--- config.mk ---
export PLATFORM = sky130hd
export DESIGN_NAME = seq_alu
export DESIGN_NICKNAME = d
export VERILOG_FILES = /design/src/rtl/alu_pkg.sv /design/src/rtl/alu_iter_muldiv.sv /design/src/rtl/seq_alu.sv
export SDC_FILE = /design/constraint.sdc
export NUM_CORES = 1
export LEC_CHECK = 0
export BUFFER_PORTS_ARGS = -buffer_cell sky130_fd_sc_hd__buf_4
export CORE_MARGIN = 2
export CORE_UTILIZATION = 55
export DETAILED_ROUTE_END_ITERATION = 10
export PLACE_DENSITY = 0.82
export RECOVER_POWER = 100
export SLEW_MARGIN = 20
export SYNTH_ARGS = -nofsm -noshare
export SYNTH_HDL_FRONTEND = slang
export SYNTH_SLANG_ARGS = --single-unit
--- constraint.sdc ---
create_clock -name clk -period 2.78 [get_ports clk]
set_input_delay 0.139 -clock clk [delete_from_list [all_inputs] [get_ports clk]]
set_output_delay 0.139 -clock clk [all_outputs]
set_load 0.02 [all_outputs]
--- src/rtl/alu_pkg.sv ---
// Shared opcode map, FSM encoding and width default for the sequential ALU
// and the iterative multiply/divide engine.
package alu_pkg;

    localparam int ALU_WIDTH_DEFAULT = 8;

    localparam logic [3:0] OP_ADD  = 4'h0;
    localparam logic [3:0] OP_SUB  = 4'h1;
    localparam logic [3:0] OP_MUL  = 4'h2;
    localparam logic [3:0] OP_DIV  = 4'h3;
    localparam logic [3:0] OP_SHL  = 4'h4;
    localparam logic [3:0] OP_SHR  = 4'h5;
    localparam logic [3:0] OP_ROL  = 4'h6;
    localparam logic [3:0] OP_ROR  = 4'h7;
    localparam logic [3:0] OP_AND  = 4'h8;
    localparam logic [3:0] OP_OR   = 4'h9;
    localparam logic [3:0] OP_XOR  = 4'hA;
    localparam logic [3:0] OP_NOR  = 4'hB;
    localparam logic [3:0] OP_NAND = 4'hC;
    localparam logic [3:0] OP_XNOR = 4'hD;
    localparam logic [3:0] OP_GT   = 4'hE;
    localparam logic [3:0] OP_EQ   = 4'hF;

    typedef enum logic [1:0] {
        ST_IDLE = 2'd0,
        ST_BUSY = 2'd1,
        ST_DONE = 2'd2
    } alu_state_t;

    // Divide by zero is resolved in one cycle, so it never enters the engine.
    function automatic logic is_iterative(input logic [3:0] op, input logic divisor_zero);
        return (op == OP_MUL) || ((op == OP_DIV) && !divisor_zero);
    endfunction

endpackage

--- src/rtl/alu_iter_muldiv.sv ---
// Iterative shift-add multiplier / restoring divider, one bit per clock.
// Result ports show the value after the current step so the final step can be captured as it happens.
module alu_iter_muldiv
    import alu_pkg::*;
#(
    parameter int WIDTH = ALU_WIDTH_DEFAULT
) (
    input  logic             clk,
    input  logic             rst,
    input  logic             start,
    input  logic             op_div,
    input  logic [WIDTH-1:0] a,
    input  logic [WIDTH-1:0] b,
    output logic             done,
    output logic [WIDTH-1:0] result,
    output logic [WIDTH-1:0] upper
);

    localparam int CW = $clog2(WIDTH + 1);

    logic [WIDTH-1:0] hi_q;
    logic [WIDTH-1:0] lo_q;
    logic [WIDTH-1:0] b_q;
    logic [CW-1:0]    cnt_q;
    logic             run_q;
    logic             div_q;

    logic [WIDTH-1:0] hi_nx;
    logic [WIDTH-1:0] lo_nx;
    logic [WIDTH:0]   sum;
    logic [WIDTH:0]   shifted;

    // hi holds partial product (mul) or partial remainder (div); lo holds multiplier or quotient bits.
    always_comb begin
        sum     = {1'b0, hi_q} + (lo_q[0] ? {1'b0, b_q} : '0);
        shifted = {hi_q, lo_q[WIDTH-1]};
        hi_nx   = hi_q;
        lo_nx   = lo_q;
        if (div_q) begin
            if (shifted >= {1'b0, b_q}) begin
                hi_nx = shifted[WIDTH-1:0] - b_q;
                lo_nx = {lo_q[WIDTH-2:0], 1'b1};
            end else begin
                hi_nx = shifted[WIDTH-1:0];
                lo_nx = {lo_q[WIDTH-2:0], 1'b0};
            end
        end else begin
            hi_nx = sum[WIDTH:1];
            lo_nx = {sum[0], lo_q[WIDTH-1:1]};
        end
    end

    always_ff @(posedge clk) begin
        if (rst) begin
            run_q <= 1'b0;
            div_q <= 1'b0;
            cnt_q <= '0;
            hi_q  <= '0;
            lo_q  <= '0;
            b_q   <= '0;
        end else if (start) begin
            run_q <= 1'b1;
            div_q <= op_div;
            cnt_q <= CW'(WIDTH);
            hi_q  <= '0;
            lo_q  <= a;
            b_q   <= b;
        end else if (run_q) begin
            hi_q  <= hi_nx;
            lo_q  <= lo_nx;
            cnt_q <= cnt_q - 1'b1;
            if (cnt_q == CW'(1)) begin
                run_q <= 1'b0;
            end
        end
    end

    assign done   = run_q && (cnt_q == CW'(1));
    assign result = lo_nx;
    assign upper  = hi_nx;

endmodule

--- src/rtl/seq_alu.sv ---
// Sequential ALU with valid/ready handshakes; MUL/DIV run on the iterative engine,
// everything else resolves in one cycle.
//
// state   | meaning
// IDLE    | ready for a request (in_ready=1)
// BUSY    | multiply/divide iterating
// DONE    | result held, out_valid=1 until out_ready
module seq_alu
    import alu_pkg::*;
#(
    parameter int WIDTH = ALU_WIDTH_DEFAULT
) (
    input  logic             clk,
    input  logic             rst,
    input  logic             in_valid,
    output logic             in_ready,
    input  logic [WIDTH-1:0] A,
    input  logic [WIDTH-1:0] B,
    input  logic [3:0]       SELC,
    output logic             out_valid,
    input  logic             out_ready,
    output logic [WIDTH-1:0] ALU_OUT,
    output logic             CF,
    output logic             ZF,
    output logic             SF,
    output logic             DZ
);

    alu_state_t state_q;
    alu_state_t state_d;
    logic [3:0] op_q;

    logic accept;
    logic iter_start;

    logic [WIDTH-1:0] res_c;
    logic             cf_c;
    logic             zf_c;
    logic             sf_c;
    logic             dz_c;
    logic [WIDTH:0]   sum_c;
    logic [WIDTH:0]   diff_c;

    logic             md_done;
    logic [WIDTH-1:0] md_result;
    logic [WIDTH-1:0] md_upper;

    assign in_ready   = (state_q == ST_IDLE) && !rst;
    assign out_valid  = (state_q == ST_DONE) && !rst;
    assign accept     = in_valid && in_ready;
    assign iter_start = accept && is_iterative(SELC, B == '0);

    always_comb begin
        res_c  = '0;
        cf_c   = 1'b0;
        dz_c   = 1'b0;
        sum_c  = {1'b0, A} + {1'b0, B};
        diff_c = {1'b0, A} - {1'b0, B};
        case (SELC)
            OP_ADD: begin
                res_c = sum_c[WIDTH-1:0];
                cf_c  = sum_c[WIDTH];
            end
            OP_SUB: begin
                res_c = diff_c[WIDTH-1:0];
                cf_c  = diff_c[WIDTH];
            end
            OP_DIV: begin
                res_c = '1;
                dz_c  = 1'b1;
            end
            OP_SHL: begin
                res_c = {A[WIDTH-2:0], 1'b0};
                cf_c  = A[WIDTH-1];
            end
            OP_SHR: begin
                res_c = {1'b0, A[WIDTH-1:1]};
                cf_c  = A[0];
            end
            OP_ROL:  res_c = {A[WIDTH-2:0], A[WIDTH-1]};
            OP_ROR:  res_c = {A[0], A[WIDTH-1:1]};
            OP_AND:  res_c = A & B;
            OP_OR:   res_c = A | B;
            OP_XOR:  res_c = A ^ B;
            OP_NOR:  res_c = ~(A | B);
            OP_NAND: res_c = ~(A & B);
            OP_XNOR: res_c = ~(A ^ B);
            OP_GT: begin
                res_c = {{(WIDTH-1){1'b0}}, (A > B)};
                cf_c  = (A > B);
            end
            OP_EQ:   res_c = {{(WIDTH-1){1'b0}}, (A == B)};
            default: res_c = '0;
        endcase
        zf_c = (res_c == '0);
        sf_c = res_c[WIDTH-1];
        if (SELC == OP_GT) begin
            zf_c = 1'b0;
            sf_c = 1'b0;
        end else if (SELC == OP_EQ) begin
            zf_c = (A == B);
            sf_c = 1'b0;
        end
    end

    always_comb begin
        state_d = state_q;
        case (state_q)
            ST_IDLE: begin
                if (accept) begin
                    state_d = iter_start ? ST_BUSY : ST_DONE;
                end
            end
            ST_BUSY: begin
                if (md_done) begin
                    state_d = ST_DONE;
                end
            end
            ST_DONE: begin
                if (out_ready) begin
                    state_d = ST_IDLE;
                end
            end
            default: state_d = ST_IDLE;
        endcase
    end

    always_ff @(posedge clk) begin
        if (rst) begin
            state_q <= ST_IDLE;
            op_q    <= OP_ADD;
            ALU_OUT <= '0;
            CF      <= 1'b0;
            ZF      <= 1'b0;
            SF      <= 1'b0;
            DZ      <= 1'b0;
        end else begin
            state_q <= state_d;
            if (accept) begin
                op_q <= SELC;
            end
            if (accept && !iter_start) begin
                ALU_OUT <= res_c;
                CF      <= cf_c;
                ZF      <= zf_c;
                SF      <= sf_c;
                DZ      <= dz_c;
            end else if ((state_q == ST_BUSY) && md_done) begin
                ALU_OUT <= md_result;
                CF      <= (op_q == OP_MUL) && (md_upper != '0);
                ZF      <= (md_result == '0);
                SF      <= md_result[WIDTH-1];
                DZ      <= 1'b0;
            end
        end
    end

    alu_iter_muldiv #(
        .WIDTH(WIDTH)
    ) u_muldiv (
        .clk    (clk),
        .rst    (rst),
        .start  (iter_start),
        .op_div (SELC == OP_DIV),
        .a      (A),
        .b      (B),
        .done   (md_done),
        .result (md_result),
        .upper  (md_upper)
    );

endmodule

==> results.md, run 1 <==
* Clk_skew at 0.00535 ns
* Die area at 0.00982 mm2
* Inst Count DP at 785
* # resized after CTS at 0
* Die H at 99.1 um
* Mapped Cells at 659
* Port Buffers at 37
* Clk_lat worst skew at 0.31 ns
* Final Cycle Share at 0.934
* Finished Layout Cells at 793
* Final hold violation count at 0
* Vias in the first global route at 4979
* Main combinational cell family by area after synthesis: compound AO/OA/AOI/OAI gates
* Total CTS buffers at 5
* H-tree levels at 2
* Via count at 5245
* Clock Power Share at 0.257
* Top cell type's share of synthesized area at 0.193
* Post-synthesis mux area share at 0.0350
* Unique masters post-synth at 87
* Min Hold Slack at 0.106 ns
* Avg Vias per Cell at 6.61
* Combinational power share at 0.324
* Crit path time final at 2.60 ns
* DRC Markers at 0
* XOR/XNOR share of the synthesized area at 0.0264
* Largest net degree at the start of global routing at 47
* Switching Share at 0.357
* Crit path DAT at 2.83 ns
* Biggest area consumer among synthesized cells: dfxtp_1
* Layout cell share with drive strength beyond 1 at 0.118
* Synth warn at 0
* Fillers at 821
* Antenna violations before repair at 0
* 1st-iter DRT viols at 422
* Register area share after synthesis at 0.193
* Num rows at 34
* First-pass GRT wire length at 25100 um
* CTS tree: yes
* Syn Nets at 729
* Gpl congestion at 0.968
* Starting Density at 0.568
* Total power at 1.75 mW
* Top area cells in the synthesized netlist: dfxtp_1 (19%), ha_1 (11%), a21oi_1 (6.4%)
* Slew @ Worst Pin at 0.771 ns
* Leak at 2.08 nW
* Mean Syn Cell Area at 7.55 um2
* Type of the worst min-delay path: in -> reg
* Global Route Usage Sum at 0.316
* Fmax at 0.385 GHz
* CTS Buffer Depth at 2
* Worst reg-to-reg setup slack at 0.18 ns
* CP required at 3.01 ns
* Count leader, synth: nand2_1
* Outcome: finished clean
* Sum Neg Setup Slack at 0 ns
* #FFs+latches synth at 48
* Synth Flop Type: dfxtp_1
* P_int at 1.12 mW
* Worst setup EP type: register
* Routed length per instance at 19.5 um
* Setup CP Type: reg -> reg
* Die Wd at 99.1 um
* P_sw at 0.624 mW
* Sequential share of power at 0.419
* PwrDens at 324 mW/mm2
* # hold bufs at CTS at 0
* Detailed placement HPWL at 11800 um
* Area grow syn2layout at 8.50%
* Crit-path max FO at 9
* Clock Root Buffer: clkbuf_8
* Crit start category: register
* IO Pins at 38
* Mapped Area at 0.00498 mm2
* Number of diodes at 0
* Post-Synth Adder-Cell Area at 0.122
* Routed wire length at 15400 um
* Final slew viol count at 0
* CTS clk-pin slew, worst paths at 0.09 ns
* CORE AREA at 0.00876 mm2
* Postcts setup bufs at 0
* Worst vdd ir at 0.322 mV
* Number of synthesized flops with an enable pin at 0
* # clock sinks at 48
* Post-Synth Simple-Gate Area at 0.233
* RSZ-0062 raised after global routing: no
* Routed Antenna Nets at 0
* Max-Cap Viols at 0
* Final design utilization at 0.616
* Synth Area in Compound Gates at 0.317
* # setup viols final at 0
* Slew HR at 0.480
* Async set-reset flop share out of synthesis at 0
* Total gr overflow at 0
* Drt pass-1 iters at 5
* Net count, final at 754
* Commonest cells in the netlist: nand2_1 (65), a21oi_1 (64), dfxtp_1 (48)
-- critical path, cell delays in order, from the launching register on --
cell and delay [ns]:
dfxtp_1 0.39, inv_1 0.06, ha_1 0.38, a21o_1 0.22, nor3_2 0.27, a211o_1 0.41
a31oi_2 0.22, o41ai_2 0.38, o21ai_1 0.10, o31ai_1 0.08
-- placed cells by master, fill, tap and decap left out, types with 8 or more instances in the layout --
| cell type | instances |
|---|---|
| a211oi_1 | 12 |
| a21o_1 | 8 |
| a21oi_1 | 64 |
| and2_1 | 10 |
| buf_4 | 40 |
| clkbuf_1 | 18 |
| dfxtp_1 | 47 |
| ha_1 | 42 |
| inv_1 | 42 |
| mux2i_1 | 14 |
| nand2_1 | 65 |
| nand2b_1 | 11 |
| nand3_1 | 12 |
| nor2_1 | 42 |
| nor2b_1 | 17 |
| nor3_1 | 19 |
| o211ai_1 | 19 |
| o21ai_0 | 26 |
| xnor2_1 | 9 |
-- cell type report --
class / count / area [um2] / area share
clock buffers: 7 / 86.3 / 0.0160
clock inverters: 1 / 7.51 / 0.00139
inverters: 45 / 169 / 0.0313
multi-input cells: 527 / 3670 / 0.681
flip-flops and latches: 48 / 962 / 0.178
well taps: 108 / 135 / 0.0250
repair buffers: 57 / 364 / 0.0674
-- registers in the layout (all words and copies together), names as in the netlist, 2 cells and up --
register	cells
ALU_OUT	8
u_muldiv.b_q	8
u_muldiv.hi_q	8
u_muldiv.lo_q	8
op_q	4
u_muldiv.cnt_q	4
state_q	2
-- power by group through the flow --
stage               sequential (mW)  combinational, mW  clock (mW)
floorplan                     0.756              0.372           0
global placement              0.746              0.550           0
detailed placement            0.747              0.558           0
CTS                           0.731              0.561       0.451
global route                  0.735              0.613       0.483
finish                        0.732              0.566       0.449
-- cell families after synthesis --
group	after synthesis
adder cells (fa/ha/maj)	46
multiplexers	17
XOR/XNOR	15
buffers and inverters	84
flip-flops	48
AND/OR/NAND/NOR	225
AO/OA/AOI/OAI	224
-- worst paths after layout --
check                   from         endpoint  cells past startpoint
max          u_muldiv.b_q[6]               ZF                      9
min                     B[2]  u_muldiv.b_q[2]                      3
max reg2reg  u_muldiv.b_q[6]               ZF                      9
min reg2reg  u_muldiv.b_q[0]  u_muldiv.b_q[0]                      2
-- layer usage --
metal  part of all wire  vias up  track usage
met4              0.051        0        0.145
met3              0.079       61       0.0611
met1               0.40     2448        0.396
li1                   -     2481            -
met5                  0        -            0
met2               0.47      255        0.524
-- per-stage QoR --
stage	instance area [um2]	worst slack (ns)
floorplan	4980	0.320
global placement	5340	0.198
detailed placement	5340	0.114
CTS	5430	0.0934
global route	5400	0.0144
finish	5400	0.184
Note: power is estimated with default switching activity, not from simulation.
==> run 2: changes to the inputs <==
==> constraint.sdc (replaced) <==
create_clock -name clk -period 2.4 [get_ports clk]
set_input_delay 0.12 -clock clk [delete_from_list [all_inputs] [get_ports clk]]
set_output_delay 0.12 -clock clk [all_outputs]
set_load 0.02 [all_outputs]
==> run 2 against run 1 <==
  * The run now ends with negative setup slack left
  * Design area is 14% higher
  * Critical endpoint is now CF
  * Largest cell class unchanged
  * Maximum frequency increased by 0.26%
  * Critical path depth up 2
  * Utilization up 8.9 points
  * Non-clock buffer count rose by 78
==> results.md, run 2 (synthesis results as in run 1) <==
* Sequential share of power at 0.376
* Worst Setup Slack, final at -0.189 ns
* IO Pins at 38
* DRC Markers at 0
* Avg Vias per Cell at 6.39
* PwrDens at 364 mW/mm2
* Min Hold Slack at 0.0972 ns
* Crit path DAT at 2.78 ns
* Gpl congestion at 0.981
* CP required at 2.59 ns
* Global Route Usage Sum at 0.338
* CORE AREA at 0.00876 mm2
* CTS clk-pin slew, worst paths at 0.10 ns
* Commonest cells after routing, fill and taps aside: buf_4 (116), nand2_1 (65), a21oi_1 (62), dfxtp_1 (42), nor2_1 (42)
* Crit-path max FO at 2
* Clock Root Buffer: clkbuf_8
* Worst vdd ir at 0.348 mV
* Routed length per instance at 19.5 um
* Die area at 0.00982 mm2
* Clock Power Share at 0.283
* Fmax at 0.386 GHz
* CTS Buffer Depth at 2
* Combinational power share at 0.340
* Finished Layout Cells at 871
* Final slew viol count at 0
* P_sw at 0.763 mW
* Worst setup EP type: register
* Vias in the first global route at 5358
* Port Buffers at 37
* Crit path time final at 2.59 ns
* Net count, final at 832
* Total power at 2.25 mW
* Clk_lat worst skew at 0.31 ns
* Leak at 2.50 nW
* Final hold violation count at 0
* Total CTS buffers at 5
* Total gr overflow at 0
* Setup CP Type: reg -> reg
* Outcome: finished, violations left
* # hold bufs at CTS at 0
* # setup viols final at 1
* Max-Cap Viols at 0
* Clk_skew at 0.0155 ns
* Detailed placement HPWL at 12900 um
* Switching Share at 0.339
* Die H at 99.1 um
* Via count at 5564
* Finished Cell Area at 0.00618 mm2
* First-pass GRT wire length at 26700 um
* Placed Area at 0.00591 mm2
* Routed Antenna Nets at 0
* Number of diodes at 0
* Sum Neg Setup Slack at -0.189 ns
* 1st-iter DRT viols at 478
* Fillers at 722
* P_int at 1.49 mW
* Starting Density at 0.568
* Final Cycle Share at 1.08
* CTS tree: yes
* Layout cell share with drive strength beyond 1 at 0.242
* Routed wire length at 17000 um
* Die Wd at 99.1 um
* RSZ-0062 raised after global routing: yes
* Crit start category: register
* Failing checks: negative setup slack
* Largest net degree at the start of global routing at 41
* Drt pass-1 iters at 5
* Slew @ Worst Pin at 0.655 ns
* Commonest non-fill, non-tap cell in the layout: buf_4
* Slew HR at 0.563
* H-tree levels at 2
* Type of the worst min-delay path: in -> reg
* Inst Count DP at 860
* Antenna violations before repair at 0
* Area grow syn2layout at 24.2%
* Num rows at 34
* # clock sinks at 48
==> run 2: cell count changes in the layout (fill, tap and decap cells not counted), sizes merged <==
cell / change
clkinv: +1
clkbuf: +1
bufinv: +1
buf: +76
clkinvlp: -1
==> run 2: critical path, cell delays in order, from the launching register on <==
cell	delay (ns)
dfxtp_2	0.34
inv_2	0.07
ha_4	0.14
inv_2	0.04
fa_2	0.36
a211oi_2	0.23
nor3_1	0.08
or3b_4	0.41
a211oi_2	0.24
o211ai_1	0.12
nor4_2	0.35
o21ai_1	0.10
==> run 2: final cells by class <==
cell class                 instances  area, um2  share of cell area
multi-input combinational        527       3840               0.621
sequential                        48        971               0.157
timing repair buffer             135        945               0.153
inverter                          45        169              0.0273
tap                              108        135              0.0219
clock buffer                       6       82.6              0.0134
clock inverter                     2       38.8             0.00628
==> run 2: what timing repair did <==
item,4_1_cts,5_1_grt
resized for setup,18,27
pin swaps,14,12
buffers inserted,2,1
endpoints found under the setup margin,6,9
==> run 2: path summary, 6_finish.rpt <==
kind / from / to / slack (ns) / depth (start not counted)
worst max-delay path: u_muldiv.lo_q[7] / CF / -0.19 / 11
worst max register to register: u_muldiv.lo_q[7] / CF / -0.19 / 11
worst min register to register: u_muldiv.b_q[2] / u_muldiv.b_q[2] / 0.47 / 2
worst min-delay path: B[3] / u_muldiv.b_q[3] / 0.1 / 3
==> run 2: power by group through the flow <==
stage	combinational, mW	clock (mW)	sequential, mW
final	0.765	0.637	0.847
after global routing	0.825	0.670	0.849
after CTS	0.745	0.641	0.846
after detailed placement	0.734	0	0.864
after global placement	0.723	0	0.862
after floorplan	0.431	0	0.875
==> run 2: per-layer routing <==
metal  part of all wire  GRT usage  up-vias  wire length (um)
li1                   -          -     2635                 -
met3              0.074     0.0457       67              1260
met4              0.045      0.151        0               758
met2               0.50      0.598      274              8530
met5                  0          0        -                 0
met1               0.38      0.408     2588              6450
==> run 2: per-stage QoR <==
| stage | setup slack (ns) | utilization |
|---|---|---|
| 3_5_place_dp | -0.285 | 0.674 |
| 5_1_grt | -0.249 | 0.705 |
| 6_report | -0.189 | 0.705 |
| 3_3_place_gp | -0.175 | 0.674 |
| 4_1_cts | -0.148 | 0.697 |
| 2_1_floorplan | 0.0600 | - |
